==> src/rtl/uart_vector_printer.sv <==
// Prints a value memory as comma-separated signed decimal over a byte-wide UART TX, CR LF terminated.
// Define UART_VECTOR_PRINTER_HEX_EN to also accept "x", which prints each value as 0x-prefixed uppercase hex.
module uart_vector_printer #(
   parameter int         DATA_WIDTH   = 32,
   parameter int         NUM_VALUES   = 100,
   parameter int         ADDR_WIDTH   = 7,
   parameter int         DIGITS       = 10,
   parameter logic [7:0] TRIGGER_CHAR = 8'h70,
   parameter logic [7:0] ABORT_CHAR   = 8'h1B,
   parameter logic [7:0] SEP_CHAR     = 8'h2C
) (
   input  logic                  clk,
   input  logic                  rst,
   input  logic [7:0]            rx_data,
   input  logic                  new_rx_data,
   output logic [7:0]            tx_data,
   output logic                  new_tx_data,
   input  logic                  tx_busy,
   output logic [ADDR_WIDTH-1:0] val_addr,
   input  logic [DATA_WIDTH-1:0] val_data,
   output logic                  busy,
   output logic                  done
);

   localparam int HEX_DIGITS = (DATA_WIDTH + 3) / 4;
   localparam int BCD_W      = DIGITS * 4;
   localparam int SH_W       = (DATA_WIDTH + 1 > HEX_DIGITS * 4) ? DATA_WIDTH + 1 : HEX_DIGITS * 4;
   localparam int MAX_DIG    = (DIGITS > HEX_DIGITS) ? DIGITS : HEX_DIGITS;
   localparam int DIG_W      = $clog2(MAX_DIG + 1);
   localparam int CNT_W      = $clog2(DATA_WIDTH + 1);
   localparam logic [ADDR_WIDTH-1:0] LAST_IDX = ADDR_WIDTH'(NUM_VALUES - 1);

   typedef enum logic [3:0] {
      IDLE, FETCH, CONVERT, SIGN, DIGIT, SEP, CR, LF, GAP
   } state_t;

   state_t                state_q, state_d;
   state_t                ret_q, ret_d;
   logic [ADDR_WIDTH-1:0] idx_q, idx_d;
   logic                  fetch_ph_q, fetch_ph_d;
   logic                  neg_q, neg_d;
   logic                  pfx_q, pfx_d;
   logic                  abort_q, abort_d;
   logic [SH_W-1:0]       sh_q, sh_d;
   logic [BCD_W-1:0]      bcd_q, bcd_d;
   logic [CNT_W-1:0]      cnt_q, cnt_d;
   logic [DIG_W-1:0]      dig_q, dig_d;
   logic [7:0]            tx_data_q, tx_data_d;
   logic                  new_tx_q, new_tx_d;
   logic                  busy_q, busy_d;
   logic                  done_q, done_d;

   logic [DATA_WIDTH:0]   val_ext, mag;
   logic [BCD_W-1:0]      bcd_adj;
   logic [DIG_W-1:0]      lead_dig;
   logic [3:0]            dec_nib;
   logic [7:0]            digit_char;
   logic                  hex_mode, start_hex;
   logic                  terminating, abort_hit, abort_pend;

   assign tx_data     = tx_data_q;
   assign new_tx_data = new_tx_q;
   assign val_addr    = idx_q;
   assign busy        = busy_q;
   assign done        = done_q;

   // Sign-extend before negating so the most negative input still yields its true magnitude.
   assign val_ext = {val_data[DATA_WIDTH-1], val_data};
   assign mag     = val_ext[DATA_WIDTH] ? -val_ext : val_ext;
   assign dec_nib = bcd_q[{dig_q, 2'b00} +: 4];

`ifdef UART_VECTOR_PRINTER_HEX_EN
   localparam logic [7:0] HEX_CHAR = 8'h78;
   logic       hex_q, hex_d;
   logic [3:0] hex_nib;

   assign hex_mode   = hex_q;
   assign start_hex  = new_rx_data && (rx_data == HEX_CHAR);
   assign hex_nib    = sh_q[{dig_q, 2'b00} +: 4];
   assign digit_char = !hex_q              ? 8'h30 + {4'h0, dec_nib} :
                       (hex_nib < 4'd10)   ? 8'h30 + {4'h0, hex_nib} :
                                             8'h37 + {4'h0, hex_nib};

   always_comb begin
      hex_d = hex_q;
      if (state_q == IDLE) hex_d = start_hex;
   end

   always_ff @(posedge clk) begin
      if (rst) hex_q <= 1'b0;
      else     hex_q <= hex_d;
   end
`else
   assign hex_mode   = 1'b0;
   assign start_hex  = 1'b0;
   assign digit_char = 8'h30 + {4'h0, dec_nib};
`endif

   always_comb begin
      bcd_adj = bcd_q;
      for (int unsigned i = 0; i < DIGITS; i++) begin
         if (bcd_q[i*4 +: 4] >= 4'd5) bcd_adj[i*4 +: 4] = bcd_q[i*4 +: 4] + 4'd3;
      end
   end

   always_comb begin
      lead_dig = '0;
      for (int unsigned i = 0; i < DIGITS; i++) begin
         if (bcd_q[i*4 +: 4] != 4'd0) lead_dig = DIG_W'(i);
      end
   end

   // Once CR is committed the pass is already ending, so a late ESC has nothing to cancel.
   assign terminating = (state_q == CR) || (state_q == LF) ||
                        ((state_q == GAP) && ((ret_q == LF) || (ret_q == IDLE)));
   assign abort_hit   = new_rx_data && (rx_data == ABORT_CHAR) && busy_q && !terminating;
   assign abort_pend  = abort_q || abort_hit;

   always_comb begin
      state_d    = state_q;
      ret_d      = ret_q;
      idx_d      = idx_q;
      fetch_ph_d = fetch_ph_q;
      neg_d      = neg_q;
      pfx_d      = pfx_q;
      sh_d       = sh_q;
      bcd_d      = bcd_q;
      cnt_d      = cnt_q;
      dig_d      = dig_q;
      tx_data_d  = tx_data_q;
      new_tx_d   = 1'b0;
      busy_d     = busy_q;
      done_d     = 1'b0;
      abort_d    = abort_q || abort_hit;

      if ((state_q == SIGN || state_q == DIGIT || state_q == SEP) && abort_pend && tx_busy) begin
         state_d = CR;
      end else begin
         case (state_q)
            IDLE: begin
               if (new_rx_data && ((rx_data == TRIGGER_CHAR) || start_hex)) begin
                  idx_d      = '0;
                  busy_d     = 1'b1;
                  abort_d    = 1'b0;
                  fetch_ph_d = 1'b0;
                  state_d    = FETCH;
               end
            end
            FETCH: begin
               if (abort_pend) begin
                  state_d = CR;
               end else if (!fetch_ph_q) begin
                  fetch_ph_d = 1'b1;
               end else begin
                  fetch_ph_d = 1'b0;
                  neg_d      = !hex_mode && val_data[DATA_WIDTH-1];
                  sh_d       = hex_mode ? SH_W'(val_data) : SH_W'(mag);
                  bcd_d      = '0;
                  cnt_d      = '0;
                  pfx_d      = 1'b0;
                  dig_d      = DIG_W'(HEX_DIGITS - 1);
                  state_d    = hex_mode ? SIGN : CONVERT;
               end
            end
            CONVERT: begin
               if (abort_pend) begin
                  state_d = CR;
               end else if (cnt_q != CNT_W'(DATA_WIDTH)) begin
                  bcd_d = {bcd_adj[BCD_W-2:0], sh_q[DATA_WIDTH-1]};
                  sh_d  = sh_q << 1;
                  cnt_d = cnt_q + CNT_W'(1);
               end else begin
                  dig_d   = lead_dig;
                  state_d = neg_q ? SIGN : DIGIT;
               end
            end
            SIGN: begin
               if (!tx_busy) begin
                  new_tx_d  = 1'b1;
                  state_d   = GAP;
                  // Hex mode reuses this state twice for the "0x" prefix.
                  tx_data_d = !hex_mode ? 8'h2D : (pfx_q ? 8'h78 : 8'h30);
                  ret_d     = (hex_mode && !pfx_q) ? SIGN : DIGIT;
                  pfx_d     = 1'b1;
               end
            end
            DIGIT: begin
               if (!tx_busy) begin
                  new_tx_d  = 1'b1;
                  state_d   = GAP;
                  tx_data_d = digit_char;
                  if (dig_q != '0) begin
                     dig_d = dig_q - DIG_W'(1);
                     ret_d = DIGIT;
                  end else begin
                     ret_d = (idx_q == LAST_IDX) ? CR : SEP;
                  end
               end
            end
            SEP: begin
               if (!tx_busy) begin
                  new_tx_d  = 1'b1;
                  state_d   = GAP;
                  tx_data_d = SEP_CHAR;
                  idx_d     = idx_q + ADDR_WIDTH'(1);
                  ret_d     = FETCH;
               end
            end
            CR: begin
               if (!tx_busy) begin
                  new_tx_d  = 1'b1;
                  state_d   = GAP;
                  tx_data_d = 8'h0D;
                  ret_d     = LF;
               end
            end
            LF: begin
               if (!tx_busy) begin
                  new_tx_d  = 1'b1;
                  state_d   = GAP;
                  tx_data_d = 8'h0A;
                  ret_d     = IDLE;
               end
            end
            GAP: begin
               if (abort_pend && !terminating) begin
                  state_d = CR;
               end else begin
                  state_d    = ret_q;
                  fetch_ph_d = 1'b0;
                  if (ret_q == IDLE) begin
                     busy_d  = 1'b0;
                     done_d  = !abort_q;
                     abort_d = 1'b0;
                  end
               end
            end
            default: state_d = IDLE;
         endcase
      end
   end

   always_ff @(posedge clk) begin
      if (rst) begin
         state_q    <= IDLE;
         ret_q      <= IDLE;
         idx_q      <= '0;
         fetch_ph_q <= 1'b0;
         neg_q      <= 1'b0;
         pfx_q      <= 1'b0;
         abort_q    <= 1'b0;
         sh_q       <= '0;
         bcd_q      <= '0;
         cnt_q      <= '0;
         dig_q      <= '0;
         tx_data_q  <= '0;
         new_tx_q   <= 1'b0;
         busy_q     <= 1'b0;
         done_q     <= 1'b0;
      end else begin
         state_q    <= state_d;
         ret_q      <= ret_d;
         idx_q      <= idx_d;
         fetch_ph_q <= fetch_ph_d;
         neg_q      <= neg_d;
         pfx_q      <= pfx_d;
         abort_q    <= abort_d;
         sh_q       <= sh_d;
         bcd_q      <= bcd_d;
         cnt_q      <= cnt_d;
         dig_q      <= dig_d;
         tx_data_q  <= tx_data_d;
         new_tx_q   <= new_tx_d;
         busy_q     <= busy_d;
         done_q     <= done_d;
      end
   end

endmodule

==> config.mk <==
export PLATFORM = sky130hd
export DESIGN_NAME = uart_vector_printer
export DESIGN_NICKNAME = d
export VERILOG_FILES = /design/src/rtl/uart_vector_printer.sv
export SDC_FILE = /design/constraint.sdc
export NUM_CORES = 1
export LEC_CHECK = 0
export ABC_CLOCK_PERIOD_IN_PS = 3000
export BUFFER_PORTS_ARGS = -buffer_cell sky130_fd_sc_hd__buf_2
export CAP_MARGIN = 20
export CORE_ASPECT_RATIO = 1.1
export CORE_MARGIN = 4
export CORE_UTILIZATION = 40
export DETAILED_ROUTE_END_ITERATION = 7
export PLACE_DENSITY = 0.67
export SYNTH_ARGS = -nofsm -noshare
export SYNTH_HDL_FRONTEND = slang
export SYNTH_SLANG_ARGS = --single-unit
==> constraint.sdc <==
create_clock -name clk -period 3 [get_ports clk]
set_clock_uncertainty 0.1 [all_clocks]
set_input_delay 0.15 -clock clk [delete_from_list [all_inputs] [get_ports clk]]
set_output_delay 0.15 -clock clk [all_outputs]
set_load 0.02 [all_outputs]
==> results of run 1 <==
[registers in the layout, summed over array words and instances, names as in the netlist, 3 cells and up]
name      count
bcd_q        40
cnt_q         6
dig_q         4
ret_q         3
sh_q         32
state_q       4
tx_data       6
val_addr      7
[layout make-up]
cell class / count / area [µm²] / area share
inverter: 36 / 135.1 / 0.01739
clock buffer: 10 / 239.0 / 0.03076
multi-input combinational: 683 / 4345 / 0.5593
clock inverter: 6 / 77.57 / 0.009984
tap: 234 / 292.8 / 0.03768
sequential: 108 / 2162 / 0.2783
timing repair buffer: 80 / 518.0 / 0.06667
[worst max-delay path: cells and delay by family (launching register included)]
family                 cells  cell delay (ns)
flip-flops                 1             0.66
AND/OR/NAND/NOR            2             0.56
AO/OA/AOI/OAI              3             0.55
buffers and inverters      1             0.41
XOR/XNOR                   1             0.19
[through the flow]
| step | hold slack [ns] | utilization |
|---|---|---|
| global route | 0.1425 | 0.4583 |
| finish | 0.1294 | 0.4583 |
| floorplan | 0.2019 | - |
| detailed placement | 0.3412 | 0.4390 |
| CTS | 0.1219 | 0.4583 |
| global placement | 0.3379 | 0.4390 |
[power by group]
group	total [mW]	internal [mW]	switching (mW)	leakage [nW]
combinational	1.55	0.589	0.963	1.70
clock	1.27	0.687	0.586	0.153
sequential	1.72	1.57	0.146	0.872
total	4.54	2.85	1.70	2.73
[per-layer routing]
layer	up-vias	part of all wire	global-route usage
li1	3258	-	-
met1	3022	0.48	0.2337
met2	123	0.47	0.2856
met3	18	0.040	0.02801
met4	0	0.014	0.05144
met5	-	0	0
[layout by cell type, fill, tap and decap left out, drive strengths merged, types with 16 or more instances in the layout]
cell / instances
buf: 79
or3: 19
o21ai: 42
nand4: 16
nand2b: 21
nor2: 60
nor3: 26
a211o: 16
o211ai: 22
a21oi: 107
inv: 39
xor2: 23
dfxtp: 108
nand2: 109
ha: 26
nand3: 37
xnor2: 25
[worst max-delay path by stage]
stage | slack, ns | from | to | cells past startpoint
detailed placement | 0.45 | rx_data[7] | sh_q[20]$_SDFFE_PP0P_ | 8
finish | 0.39 | state_q[1]$_SDFFE_PP0P_ | sh_q[20]$_SDFFE_PP0P_ | 7
global placement | 0.49 | state_q[1]$_SDFFE_PP0P_ | sh_q[15]$_SDFFE_PP0P_ | 7
CTS | 0.44 | state_q[1]$_SDFFE_PP0P_ | sh_q[20]$_SDFFE_PP0P_ | 8
global route | 0.16 | state_q[1]$_SDFFE_PP0P_ | sh_q[27]$_SDFFE_PP0P_ | 7
floorplan | 0.72 | dig_q[0]$_SDFFE_PP0P_ | dig_q[0]$_SDFFE_PP0P_ | 9
[logic make-up (layout without fill, tap and decap cells)]
kind of cell,after synthesis,count (layout),share of synthesized area
buffers and inverters,98,132,0.05969
AO/OA/AOI/OAI,254,254,0.2315
other,1,2,0.0005437
flip-flops,108,108,0.3135
XOR/XNOR,48,48,0.06096
multiplexers,17,17,0.03973
adder cells (fa/ha/maj),26,26,0.04717
AND/OR/NAND/NOR,336,336,0.2469
==> flow_summary_export.csv, run 1 <==
group,metric,value,unit
critical_path,crit_slowest_cell,"dfxtp_1",
final_layout,synthToLayoutAreaGrowth,12.66,%
timing,fin_crit_sh,0.8711,
global_route,antenna_found_initial,0,
critical_path,ff2ff_path_depth,7,
pwr,power_density,584.8,nW/µm²
final_layout,finalNonFillerCells,1157,
final_layout,drive_gt1_frac,0.1300,
floorplanning,fp.dieH,145.7,µm
timing,fin_ws,0.3867,ns
yosys,yosysMostFrequentCell,"nand2_1",
cts,post-cts-setup-buffers,0,
route,vias,6421,
critical_path,arrival,2.75,ns
hold_path,hold_path_class,"in2reg",
cts,clk_path_buf_depth,2,
yosys,synth-seq-area-share,0.3135,
yosys,yosysTopAreaCell,"dfxtp_1",
cts,cts_buffers,9,
timing,setup_viol,0,
floorplanning,initial_core_util,0.4068,
pwr,finalPower,4.544,mW
route,drtAntennaViolNets,0,
route,avgRoutedWirePerCell,14.38,µm
timing,hold_viol,0,
route,routed_wl,16640,µm
placed_design,postPlaceCellArea,7443,µm²
yosys,syn_area,6897,µm²
yosys,synth_top_cells_by_area,"dfxtp_1 (31%), a21oi_1 (7.7%), nand2_1 (5.9%)",
global_route,grt_pass1_wl,28860,µm
floorplanning,io_pins,62,
timing,slew_headroom,0.5523,
final_layout,antenna_cells,0,
placed_design,io_buffer_count,59,
cts,hold_buffers,1,
timing,rsz0062_at_grt,"no",
floorplanning,core_area,16950,µm²
critical_path,crit_type,"reg2reg",
hold_path,worstHoldEndpoint,"sh_q[28]$_SDFFE_PP0P_",
timing,tightest_slew,0.6655,ns
critical_path,critPathMaxFanout,38,
final_layout,nets,988,
global_route,grt_pass1_vias,5986,
timing,fin_tns_setup,0,ns
global_route,globalRouteOverflowTotal,0,
cts,root_buffer,"clkbuf_16",
yosys,synth_flop_cell,"dfxtp_1",
yosys,synth_edf_count,0,
route,drt-pass1-iter-count,5,
timing,period_needed,2.613,ns
critical_path,cp_data_required_time,3.14,ns
yosys,synthTopCellsByCount,"nand2_1 (109), dfxtp_1 (108), a21oi_1 (106)",
critical_path,rrSetupSlack,0.39,ns
floorplanning,fp.dieArea,19410,µm²
yosys,syn_area_per_cell,7.766,µm²
critical_path,start_kind,"flip-flop",
yosys,synth_top_area_share,0.3135,
placed_design,place_inst,1140,
timing,fmax,382.7,MHz
route,viasPerCell,5.550,
yosys,synth.distinct_cells,69,
timing,report.final.slew_viol_count,0,
route,dr.first_iter.drc_count,430,
route,drcViolationCount,0,
cts,clk_latency,0.36,ns
yosys,async_flop_share,0,
critical_path,critPathCaptureType,"flip-flop",
cts,cts_tree,"yes",
yosys,ys_ff_latch,108,
critical_path,reg2reg_from,"state_q[1]$_SDFFE_PP0P_",
pwr,max-vdd-ir-drop,0.0003356,V
cts,cts_sinks,108,
cts,clkTransAtPathRegs,0.08,ns
job,cap_violations,0,
global_route,grt_max_degree,61,
hold_path,min_path_cells,4,
yosys,yosysWarningCount,0,
global_route,grt.total_usage,0.1731,
final_layout,nFillCells,1712,
floorplanning,die_x,133.2,µm
status,status,"finished clean",
hold_path,hold_start,"val_data[28]",
final_layout,fin_area,7770,µm²
cts,postCtsResizedCells,0,
pwr,p_leak,2.728,nW
cts,htree_num_levels,3,
placed_design,post-dp-hpwl,11380,µm
critical_path,cp_cell_sequence,"xnor2_1 > nor3_1 > or2_1 > a21o_2 > buf_4 > a211o_1 > a21oi_1",
floorplanning,rows,50,
critical_path,cpPeakStageDelay,0.66,ns
placed_design,pre_cts_slack,0.4541,ns
yosys,synth_cells,888,
placed_design,gp_congestion,0.8527,
critical_path,reg2reg_to,"sh_q[20]$_SDFFE_PP0P_",
Power figures use the tool's default switching activity.
==> run 2, diff against run 1 <==
CTS_BUF_LIST = sky130_fd_sc_hd__clkbuf_16   (was unset)
==> flow_summary_export.csv, run 2 (same netlist as run 1, synthesis figures left out) <==
group,metric,value,unit
status,status,"finished clean",
job,cap_violations,0,
critical_path,arrival,2.76,ns
floorplanning,initial_core_util,0.4068,
cts,cts_sinks,108,
timing,slew_headroom,0.5729,
pwr,p_int,2.823,mW
floorplanning,rows,50,
global_route,grt_pass1_vias,5978,
cts,root_buffer,"clkbuf_16",
placed_design,postPlaceCellArea,7443,µm²
route,drtAntennaViolNets,0,
floorplanning,die_x,133.2,µm
pwr,sw_frac_of_total,0.3751,
pwr,p_leak,2.723,nW
hold_path,hold_path_class,"in2reg",
critical_path,cpPeakStageDelay,0.65,ns
route,vias,6425,
timing,setup_viol,0,
cts,post-cts-setup-buffers,0,
cts,htree_num_levels,3,
critical_path,crit_type,"reg2reg",
critical_path,critical_path_buf_inv_count,1,
critical_path,worst_path_dominant_cell_family,"flip-flops",
route,dr.first_iter.drc_count,393,
final_layout,largest_reg_flops,40,
final_layout,drive_gt1_frac,0.1289,
floorplanning,core_area,16950,µm²
final_layout,top_register,"bcd_q",
global_route,antenna_found_initial,0,
pwr,power_density,582.1,nW/µm²
floorplanning,fp.dieH,145.7,µm
route,drt-pass1-iter-count,5,
pwr,max-vdd-ir-drop,0.0003344,V
timing,report.final.slew_viol_count,0,
pwr,clock_power_share,0.276,
final_layout,nFillCells,1711,
global_route,grt.total_usage,0.1727,
critical_path,critPathMaxFanout,38,
final_layout,fin_area,7760,µm²
floorplanning,io_pins,62,
final_layout,synthToLayoutAreaGrowth,12.52,%
final_layout,final_common_cell,"nand2_1",
critical_path,start_kind,"flip-flop",
pwr,comb_power_share,0.343,
final_layout,layout_common_cells,"nand2_1 (109), dfxtp_1 (108), a21oi_1 (105)",
critical_path,crit_slowest_cell,"dfxtp_1",
floorplanning,fp.dieArea,19410,µm²
timing,tightest_slew,0.6348,ns
placed_design,io_buffer_count,59,
placed_design,gp_congestion,0.8527,
critical_path,critPathCaptureType,"flip-flop",
timing,fin_ws,0.3790,ns
critical_path,cp_cell_sequence,"xnor2_1 > nor3_1 > or2_1 > a21o_2 > buf_4 > a211o_1 > a21oi_1",
route,viasPerCell,5.553,
cts,cts_buffers,9,
route,avgRoutedWirePerCell,14.36,µm
pwr,p_sw,1.694,mW
global_route,globalRouteOverflowTotal,0,
final_layout,antenna_cells,0,
critical_path,cp_data_required_time,3.13,ns
timing,fin_tns_setup,0,ns
final_layout,nets,988,
timing,hold_viol,0,
pwr,pwr-share-seq,0.380,
route,routed_wl,16610,µm
placed_design,post-dp-hpwl,11380,µm
timing,period_needed,2.621,ns
timing,rsz0062_at_grt,"no",
cts,cts_tree,"yes",
cts,clk_path_buf_depth,2,
global_route,grt_max_degree,61,
route,drcViolationCount,0,
cts,clk_latency,0.36,ns
global_route,grt_pass1_wl,28820,µm
placed_design,pre_cts_slack,0.4541,ns
timing,fmax,381.5,MHz
cts,clkTransAtPathRegs,0.08,ns
timing,fin_crit_sh,0.8737,
[run 2: cell count changes in the layout (fill, tap and decap cells not counted), sizes merged]
cell and change:
clkbuf -1, clkinv +1
[run 2: tightest hold or removal path, stage by stage]
cell,delay (ns)
buf_2,0.11
xnor2_1,0.07
o211ai_1,0.15
a21oi_1,0.06
[run 2: final timing paths]
kind,start,end,slack (ns),cells past startpoint
worst max-delay path,state_q[1]$_SDFFE_PP0P_,sh_q[20]$_SDFFE_PP0P_,0.38,7
worst min-delay path,val_data[28],sh_q[28]$_SDFFE_PP0P_,0.13,4
worst max register to register,state_q[1]$_SDFFE_PP0P_,sh_q[20]$_SDFFE_PP0P_,0.38,7
worst min register to register,sh_q[10]$_SDFFE_PP0P_,sh_q[10]$_SDFFE_PP0P_,0.35,2
[run 2: what timing repair did]
| item | in CTS | in global routing |
|---|---|---|
| gates resized for setup | 0 | 0 |
| hold endpoints to repair | 1 | 0 |
| hold buffers | 1 | 0 |
[run 2: per-stage QoR]
step	hold slack, ns	cells	util	total power [mW]
floorplan	0.2019	889	-	2.864
global placement	0.3379	1140	0.4390	3.285
detailed placement	0.3412	1140	0.4390	3.291
CTS	0.1219	1157	0.4577	4.549
global route	0.1433	1157	0.4577	4.819
finish	0.1304	1157	0.4577	4.517
[run 2: layer usage]
metal,GRT usage,part of all wire,vias up
li1,-,-,3260
met2,0.2846,0.47,132
met4,0.05144,0.015,0
met3,0.02801,0.041,22
met1,0.2335,0.47,3011
met5,0,0,-
[run 2: power groups by stage]
stage	Clock (mW)	Combinational [mW]	Sequential, mW
floorplan	0	1.19	1.67
global placement	0	1.54	1.75
detailed placement	0	1.54	1.75
CTS	1.28	1.56	1.72
global route	1.34	1.74	1.74
finish	1.25	1.55	1.72
[run 2: layout make-up]
cell class,instances,area [µm²],share of cell area
Multi-Input combinational cell,683,4345,0.5600
Sequential cell,108,2162,0.2786
Timing Repair Buffer,80,518.0,0.06675
Tap cell,234,292.8,0.03773
Clock buffer,9,225.2,0.02902
Inverter,36,135.1,0.01741
Clock inverter,7,81.33,0.01048
